`src/rtl/fnd_pkg.sv`:
```
// Shared constants, types and segment helpers for the FND display controller.
package fnd_pkg;

    localparam int unsigned BCD_W    = 16;
    localparam int unsigned MAX_DISP = 9999;

    // Active-low segment codes {dp,g,f,e,d,c,b,a}, dp always off
    localparam logic [7:0] SEG_0     = 8'hC0;
    localparam logic [7:0] SEG_1     = 8'hF9;
    localparam logic [7:0] SEG_2     = 8'hA4;
    localparam logic [7:0] SEG_3     = 8'hB0;
    localparam logic [7:0] SEG_4     = 8'h99;
    localparam logic [7:0] SEG_5     = 8'h92;
    localparam logic [7:0] SEG_6     = 8'h82;
    localparam logic [7:0] SEG_7     = 8'hF8;
    localparam logic [7:0] SEG_8     = 8'h80;
    localparam logic [7:0] SEG_9     = 8'h90;
    localparam logic [7:0] SEG_BLANK = 8'hFF;
    localparam logic [7:0] SEG_DASH  = 8'hBF;

    typedef enum logic [1:0] {
        B2B_IDLE,
        B2B_CAPTURE,
        B2B_SHIFT,
        B2B_COMMIT
    } b2b_state_e;

    // Segment bytes for the four digits; d0 is the ones digit
    typedef struct packed {
        logic [7:0] d3;
        logic [7:0] d2;
        logic [7:0] d1;
        logic [7:0] d0;
    } disp_t;

    function automatic logic [7:0] bcd_to_seg(input logic [3:0] bcd);
        logic [7:0] seg;
        case (bcd)
            4'd0:    seg = SEG_0;
            4'd1:    seg = SEG_1;
            4'd2:    seg = SEG_2;
            4'd3:    seg = SEG_3;
            4'd4:    seg = SEG_4;
            4'd5:    seg = SEG_5;
            4'd6:    seg = SEG_6;
            4'd7:    seg = SEG_7;
            4'd8:    seg = SEG_8;
            4'd9:    seg = SEG_9;
            default: seg = SEG_BLANK;
        endcase
        return seg;
    endfunction

    // Full display image for a converted value: dashes on overflow, optional zero blanking
    function automatic disp_t render_disp(input logic [BCD_W-1:0] bcd, input logic over,
                                          input logic lzb);
        disp_t r;
        r.d0 = bcd_to_seg(bcd[3:0]);
        r.d1 = bcd_to_seg(bcd[7:4]);
        r.d2 = bcd_to_seg(bcd[11:8]);
        r.d3 = bcd_to_seg(bcd[15:12]);
        if (over) begin
            r = '{d3: SEG_DASH, d2: SEG_DASH, d1: SEG_DASH, d0: SEG_DASH};
        end else if (lzb) begin
            if (bcd[15:12] == 4'd0) r.d3 = SEG_BLANK;
            if (bcd[15:8]  == 8'd0) r.d2 = SEG_BLANK;
            if (bcd[15:4]  == 12'd0) r.d1 = SEG_BLANK;
        end
        return r;
    endfunction

endpackage

```
`src/rtl/fnd_controller_bin2bcd.sv`:
```
// Sequential double-dabble binary-to-BCD converter, one add-3/shift step per cycle.
module bin2bcd_seq
    import fnd_pkg::*;
#(
    parameter int unsigned BIN_W = 14
) (
    input  logic             clk,
    input  logic             reset,
    input  logic             start,
    input  logic [BIN_W-1:0] bin,
    output logic             busy,
    output logic             done,
    output logic [BCD_W-1:0] bcd
);

    localparam int unsigned SH_W  = BCD_W + BIN_W;
    localparam int unsigned CNT_W = $clog2(BIN_W + 1);

    b2b_state_e       state_q, state_d;
    logic [SH_W-1:0]  sh_q, sh_d;
    logic [CNT_W-1:0] cnt_q, cnt_d;
    logic             busy_q, busy_d;
    logic             done_q, done_d;
    logic [SH_W-1:0]  adj_c;
    logic             last_c;

    assign last_c = (cnt_q == CNT_W'(BIN_W - 1));

    // Add-3 correction on every BCD nibble that is 5 or more, ahead of the shift
    always_comb begin
        adj_c = sh_q;
        for (int i = 0; i < 4; i++) begin
            if (sh_q[BIN_W + 4*i +: 4] >= 4'd5) begin
                adj_c[BIN_W + 4*i +: 4] = sh_q[BIN_W + 4*i +: 4] + 4'd3;
            end
        end
    end

    // State register
    always_ff @(posedge clk or posedge reset) begin
        if (reset) begin
            state_q <= B2B_IDLE;
        end else begin
            state_q <= state_d;
        end
    end

    // Next state: capture, BIN_W shifts, one commit cycle
    always_comb begin
        state_d = state_q;
        case (state_q)
            B2B_IDLE:    if (start) state_d = B2B_CAPTURE;
            B2B_CAPTURE: state_d = B2B_SHIFT;
            B2B_SHIFT:   if (last_c) state_d = B2B_COMMIT;
            B2B_COMMIT:  state_d = B2B_IDLE;
            default:     state_d = B2B_IDLE;
        endcase
    end

    // Outputs and datapath next values
    always_comb begin
        sh_d   = sh_q;
        cnt_d  = cnt_q;
        busy_d = (state_d == B2B_SHIFT) || (state_d == B2B_COMMIT);
        done_d = (state_d == B2B_COMMIT);
        case (state_q)
            B2B_IDLE: begin
                if (start) begin
                    sh_d  = {BCD_W'(0), bin};
                    cnt_d = '0;
                end
            end
            B2B_SHIFT: begin
                sh_d  = adj_c << 1;
                cnt_d = cnt_q + CNT_W'(1);
            end
            default: ;
        endcase
    end

    // Datapath and output registers
    always_ff @(posedge clk or posedge reset) begin
        if (reset) begin
            sh_q   <= '0;
            cnt_q  <= '0;
            busy_q <= 1'b0;
            done_q <= 1'b0;
        end else begin
            sh_q   <= sh_d;
            cnt_q  <= cnt_d;
            busy_q <= busy_d;
            done_q <= done_d;
        end
    end

    assign busy = busy_q;
    assign done = done_q;
    assign bcd  = sh_q[SH_W-1 -: BCD_W];

endmodule

```
`src/rtl/fnd_controller.sv`:
```
// 4-digit common-anode FND driver: BCD conversion, one-deep pending slot, digit scan.
module fnd_controller
    import fnd_pkg::*;
#(
    parameter int unsigned CLK_FREQ = 100_000_000,
    parameter int unsigned SCAN_HZ  = 1_000,
    parameter int unsigned BIN_W    = 14,
    parameter bit          LZB      = 1'b1
) (
    input  logic             clk,
    input  logic             reset,
    input  logic [BIN_W-1:0] count_data,
    input  logic             count_valid,
    output logic             busy,
    output logic [3:0]       fnd_com,
    output logic [7:0]       fnd_data
);

    localparam int unsigned DWELL  = (CLK_FREQ / SCAN_HZ > 0) ? CLK_FREQ / SCAN_HZ : 1;
    localparam int unsigned SCAN_W = (DWELL > 1) ? $clog2(DWELL) : 1;
    localparam disp_t DISP_RST = '{d3: LZB ? SEG_BLANK : SEG_0,
                                   d2: LZB ? SEG_BLANK : SEG_0,
                                   d1: LZB ? SEG_BLANK : SEG_0,
                                   d0: SEG_0};

    logic              pend_valid_q, pend_valid_d;
    logic [BIN_W-1:0]  pend_data_q, pend_data_d;
    logic              active_q, active_d;
    logic              over_q, over_d;
    disp_t             disp_q, disp_d;
    logic [SCAN_W-1:0] scan_cnt_q, scan_cnt_d;
    logic [1:0]        digit_sel_q, digit_sel_d;
    logic [3:0]        fnd_com_q, fnd_com_d;
    logic [7:0]        fnd_data_q, fnd_data_d;

    logic              start_c;
    logic [BIN_W-1:0]  start_bin_c;
    logic              eng_done;
    logic [BCD_W-1:0]  eng_bcd;

    bin2bcd_seq #(
        .BIN_W (BIN_W)
    ) u_bin2bcd (
        .clk   (clk),
        .reset (reset),
        .start (start_c),
        .bin   (start_bin_c),
        .busy  (busy),
        .done  (eng_done),
        .bcd   (eng_bcd)
    );

    // Conversion launch, pending slot and atomic display commit
    always_comb begin
        start_c      = 1'b0;
        start_bin_c  = count_data;
        pend_valid_d = pend_valid_q;
        pend_data_d  = pend_data_q;
        active_d     = active_q;
        over_d       = over_q;
        disp_d       = disp_q;
        if (!active_q) begin
            if (pend_valid_q) begin
                start_c      = 1'b1;
                start_bin_c  = pend_data_q;
                pend_valid_d = count_valid;
                pend_data_d  = count_data;
            end else if (count_valid) begin
                start_c = 1'b1;
            end
        end else if (count_valid) begin
            pend_valid_d = 1'b1;
            pend_data_d  = count_data;
        end
        if (start_c) begin
            active_d = 1'b1;
            over_d   = (32'(start_bin_c) > MAX_DISP);
        end else if (eng_done) begin
            active_d = 1'b0;
        end
        if (eng_done) begin
            disp_d = render_disp(eng_bcd, over_q, LZB);
        end
    end

    // Free-running digit scan; outputs follow the next digit and next display image
    always_comb begin
        scan_cnt_d  = scan_cnt_q + SCAN_W'(1);
        digit_sel_d = digit_sel_q;
        if (scan_cnt_q == SCAN_W'(DWELL - 1)) begin
            scan_cnt_d  = '0;
            digit_sel_d = digit_sel_q + 2'd1;
        end
        fnd_com_d = ~(4'b0001 << digit_sel_d);
        case (digit_sel_d)
            2'd0:    fnd_data_d = disp_d.d0;
            2'd1:    fnd_data_d = disp_d.d1;
            2'd2:    fnd_data_d = disp_d.d2;
            default: fnd_data_d = disp_d.d3;
        endcase
    end

    // All top-level state and output registers
    always_ff @(posedge clk or posedge reset) begin
        if (reset) begin
            pend_valid_q <= 1'b0;
            pend_data_q  <= '0;
            active_q     <= 1'b0;
            over_q       <= 1'b0;
            disp_q       <= DISP_RST;
            scan_cnt_q   <= '0;
            digit_sel_q  <= 2'd0;
            fnd_com_q    <= 4'b1110;
            fnd_data_q   <= SEG_0;
        end else begin
            pend_valid_q <= pend_valid_d;
            pend_data_q  <= pend_data_d;
            active_q     <= active_d;
            over_q       <= over_d;
            disp_q       <= disp_d;
            scan_cnt_q   <= scan_cnt_d;
            digit_sel_q  <= digit_sel_d;
            fnd_com_q    <= fnd_com_d;
            fnd_data_q   <= fnd_data_d;
        end
    end

    assign fnd_com  = fnd_com_q;
    assign fnd_data = fnd_data_q;

endmodule

```
`config.mk`:
```
export PLATFORM = sky130hd
export DESIGN_NAME = fnd_controller
export DESIGN_NICKNAME = d
export VERILOG_FILES = /design/src/rtl/fnd_pkg.sv /design/src/rtl/fnd_controller_bin2bcd.sv /design/src/rtl/fnd_controller.sv
export SDC_FILE = /design/constraint.sdc
export NUM_CORES = 1
export LEC_CHECK = 0
export CAP_MARGIN = 20
export CORE_UTILIZATION = 45
export CTS_CLUSTER_SIZE = 30
export DETAILED_ROUTE_END_ITERATION = 16
export PLACE_DENSITY = 0.7
export SKIP_LAST_GASP = 1
export SLEW_MARGIN = 20
export SYNTH_ARGS = -nofsm -noshare
export SYNTH_HDL_FRONTEND = slang
export SYNTH_SLANG_ARGS = --single-unit
```
`constraint.sdc`:
```
create_clock -name clk -period 8.6 [get_ports clk]
set_clock_uncertainty 0.15 [all_clocks]
set_input_delay 1.72 -clock clk [delete_from_list [all_inputs] [get_ports clk]]
set_output_delay 1.72 -clock clk [all_outputs]
set_load 0.02 [all_outputs]
```
==> metrics.md <==
| Metric | Value |
|---|---|
| Hold Vio Cnt, Final | `0` |
| Reg-to-reg startpoint | `u_bin2bcd.sh_q[27]$_DFFE_PP0P_` |
| PostCTS Resize Cnt | `0` |
| Max-slew violations | `0` |
| Syn Std Cell Area | `6430 um2` |
| Worst-Margin Slew | `837 ps` |
| First-pass GRT wire length | `24.2 mm` |
| Skew-Pair Late Insertion Delay | `420 ps` |
| Vias | `5013` |
| Final nets | `726` |
| Max-cap violations | `0` |
| CTS Buffer Depth | `2` |
| RSZ-0062 raised after global routing | `false` |
| Final GP Congestion | `0.892` |
| Worst relative slew slack | `44.2%` |
| Vias in the first global route | `4845` |
| Hold_sp | `u_bin2bcd.sh_q[8]$_DFFE_PP0P_` |
| Syn Area/Cell | `9.78 um2` |
| Reg2Reg Capture Point | `fnd_data[6]$_DFF_PP1_` |
| Critical path type | `in2reg` |
| Post-route DRC | `0` |
| F_max | `0.288 GHz` |
| Die height | `122 um` |
| Cell area power density | `367 nW/um2` |
| DRT Pass-1 Iters | `5` |
| CTS clock-pin slew for the worst setup and hold paths | `60 ps` |
| Period utilization | `40.4%` |
| Ys Warns | `0` |
| Deepest level of the CTS H-tree | `4` |
| Finished Layout Cells | `873` |
| Hold WC Path Type | `reg2reg` |
| Cell taking the most area after synthesis | `dfrtp_1` |
| Design area | `7460 um2` |
| Detail Placement HPWL | `10.4 mm` |
| Seq cells post-synth | `117` |
| WL/cell | `16.8 um` |
| Hold Path End | `u_bin2bcd.sh_q[8]$_DFFE_PP0P_` |
| Crit end category | `register` |
| Clock root buffer | `clkbuf_16` |
| Final ANT Viol Nets | `0` |
| Buf/Inv on CP | `1` |
| Final setup fails | `0` |
| Cells after synthesis | `658` |
| Worst setup SP type | `primary input` |
| Main synth FF type | `dfrtp_1` |
| Die ar. | `14800 um2` |
| Post-synthesis cell type count | `72` |
| Hold_buf cts | `0` |
| Flop-to-flop setup slack | `5900 ps` |
| Post-Place Cells | `841` |
| Chip Width | `122 um` |
| Worst vdd ir | `0.000200 V` |
| Cell Area, Placed | `6840 um2` |
| Critical Path Max Stage Delay | `520 ps` |
| Crit-path cells | `clkdlybuf4s50_1 -> nor2_1 -> nor2_1 -> mux2i_2 -> nor2_1 -> nand2_1 -> o21ai_0` |
| CTS Sinks | `117` |
| Syn Nets | `704` |
| GRT Total Usage | `21.3%` |
| DRT Wirelength | `14.7 mm` |
| Setup bufs post-CTS | `0` |
| Sequential area share after synthesis | `46.1%` |
| I/O Pins | `30` |
| Area growth syn-to-layout | `16.0%` |
| Critical Path RT | `8780 ps` |
| Worst path top cell family by delay | `simple AND/OR/NAND/NOR gates` |
| CTS tree | `yes` |
| Port Buffer Count | `29` |
| CTS buffer count | `17` |
| CP Max Fanout | `8` |
| CP max-delay cell | `clkdlybuf4s50_1` |
| Gr ovfl total | `0` |
| Largest net degree at the start of global routing | `69` |
| EDFF count, synth | `0` |
| Most used cell, CP | `nor2_1` |
| Ratio of cells with drive above 1 in the final layout | `16.5%` |
| Initial Util | `46.2%` |
| Antenna violations before repair | `0` |
| Avg Vias per Cell | `5.74` |
| # diodes | `0` |
| Largest cells by area after synthesis | `dfrtp_1, dfstp_2, ha_1` |
| Core Area | `13900 um2` |
| Status | `completed` |
| Area share of the largest cell type after synthesis | `33.5%` |
| LEAKAGE | `3.07 nW` |
| Starting DRT DRC Count | `470` |
| Setup TNS | `0 ps` |
| Async S/R FF share, synth | `100%` |
| WP data arrival | `3650 ps` |
| Row cnt | `43` |
| Final min period | `3470 ps` |
| Hold path cells | `2` |
| Cell count of the worst reg-to-reg path | `8` |
[worst register-to-register path, cell delays in order, from the launching register on]
cell	delay [ps]
dfrtp_1	440
inv_1	170
ha_1	310
and4bb_4	340
nand2_1	120
a31oi_1	480
or3_2	220
o21ai_2	50
a221oi_2	320
[synth_stat cells, types with 6 or more instances]
| library cell | instances |
|---|---|
| nand2b_1 | 11 |
| a31oi_1 | 7 |
| nand2_1 | 62 |
| inv_1 | 31 |
| a21oi_1 | 38 |
| buf_2 | 6 |
| nor2_1 | 66 |
| o22ai_1 | 7 |
| nand3_1 | 18 |
| and3_1 | 7 |
| ha_1 | 29 |
| nor3_1 | 9 |
| xor2_1 | 8 |
| o21ai_0 | 47 |
| a221oi_1 | 7 |
| dfrtp_1 | 86 |
| clkbuf_1 | 18 |
| mux2_2 | 18 |
| xnor2_1 | 14 |
| mux2i_1 | 16 |
| dfstp_2 | 31 |
| o31ai_1 | 6 |
| o211ai_1 | 8 |
| o32ai_1 | 7 |
[flip-flops by register name (all words and copies together), names as in the netlist]
register and cells:
digit_sel_q 2, scan_cnt_q 17, u_bin2bcd.done 1, fnd_data 8, over_q 1, u_bin2bcd.busy 1, u_bin2bcd.cnt_q 4, disp_q 32
fnd_com 4, u_bin2bcd.state_q 1, pend_valid_q 1, u_bin2bcd.sh_q 30, active_q 1, pend_data_q 14
[report_power, final]
group,switching (W),internal [W],leakage [nW]
sequential,0.000138,0.000763,1.41
combinational,0.000654,0.000442,1.36
clock,0.000267,0.000476,0.302
total,0.00106,0.00168,3.07
[cells by family after synthesis]
kind of cell,share of synthesized area (%)
AOI/OAI and AO/OA,18.0
and+or+nand+nor,16.9
xor gates and xnor gates,3.00
adders and majority gates,5.64
buffers and inverters,4.45
muxes,5.87
DFF,46.1
[placed cells by master (no fill, tap or decap), drive strengths merged, types with 7 or more instances in the layout]
master,count
clkbuf,20
a21oi,38
nand2,62
nand3,18
and3,8
o32ai,7
nand2b,12
a221oi,8
dfstp,31
mux2,19
ha,29
xnor2,14
o211ai,8
inv,34
xor2,8
dfrtp,86
a31oi,7
o22ai,7
o21ai,48
nor3,9
clkinv,7
mux2i,16
nor2,66
clkdlybuf4s50,29
[routing by layer]
layer | global-route usage (%) | part of all wire [%] | wire length, um
met1 | 29.8 | 47 | 6910
met2 | 31.4 | 45 | 6570
met3 | 5.52 | 6.4 | 942
met4 | 8.56 | 1.9 | 273
met5 | 0 | 0 | 0
[how the worst max path moves through the flow]
stage / from / to / cells past startpoint
2_1_floorplan: reset / active_q$_DFFE_PP0P_ / 1
3_3_place_gp: count_valid / pend_data_q[0]$_DFFE_PP0P_ / 3
3_5_place_dp: count_valid / u_bin2bcd.cnt_q[3]$_DFFE_PP0P_ / 7
4_1_cts: count_valid / u_bin2bcd.cnt_q[3]$_DFFE_PP0P_ / 7
5_1_grt: count_valid / u_bin2bcd.sh_q[16]$_DFFE_PP0P_ / 7
6_report: count_valid / u_bin2bcd.sh_q[20]$_DFFE_PP0P_ / 7
[layout make-up]
class	count	area [um2]
clock buffer	20	457
multi-input combinational	476	3190
sequential	117	2970
inverter	33	126
fill	1210	6470
tap	180	225
timing repair buffer	35	335
clock inverter	12	168
[through the flow]
stage                     hold slack [ps]  power, W  util (%)  setup WS (ps)
after global placement                317   0.00194      49.1           4780
after CTS                             338   0.00273      53.6           5180
after floorplan                       299   0.00167         -           3680
after detailed placement              325   0.00198      49.1           4740
final                                 336   0.00274      53.6           5130
after global routing                  362   0.00291      53.6           4900
Power figures use the tool's default switching activity.
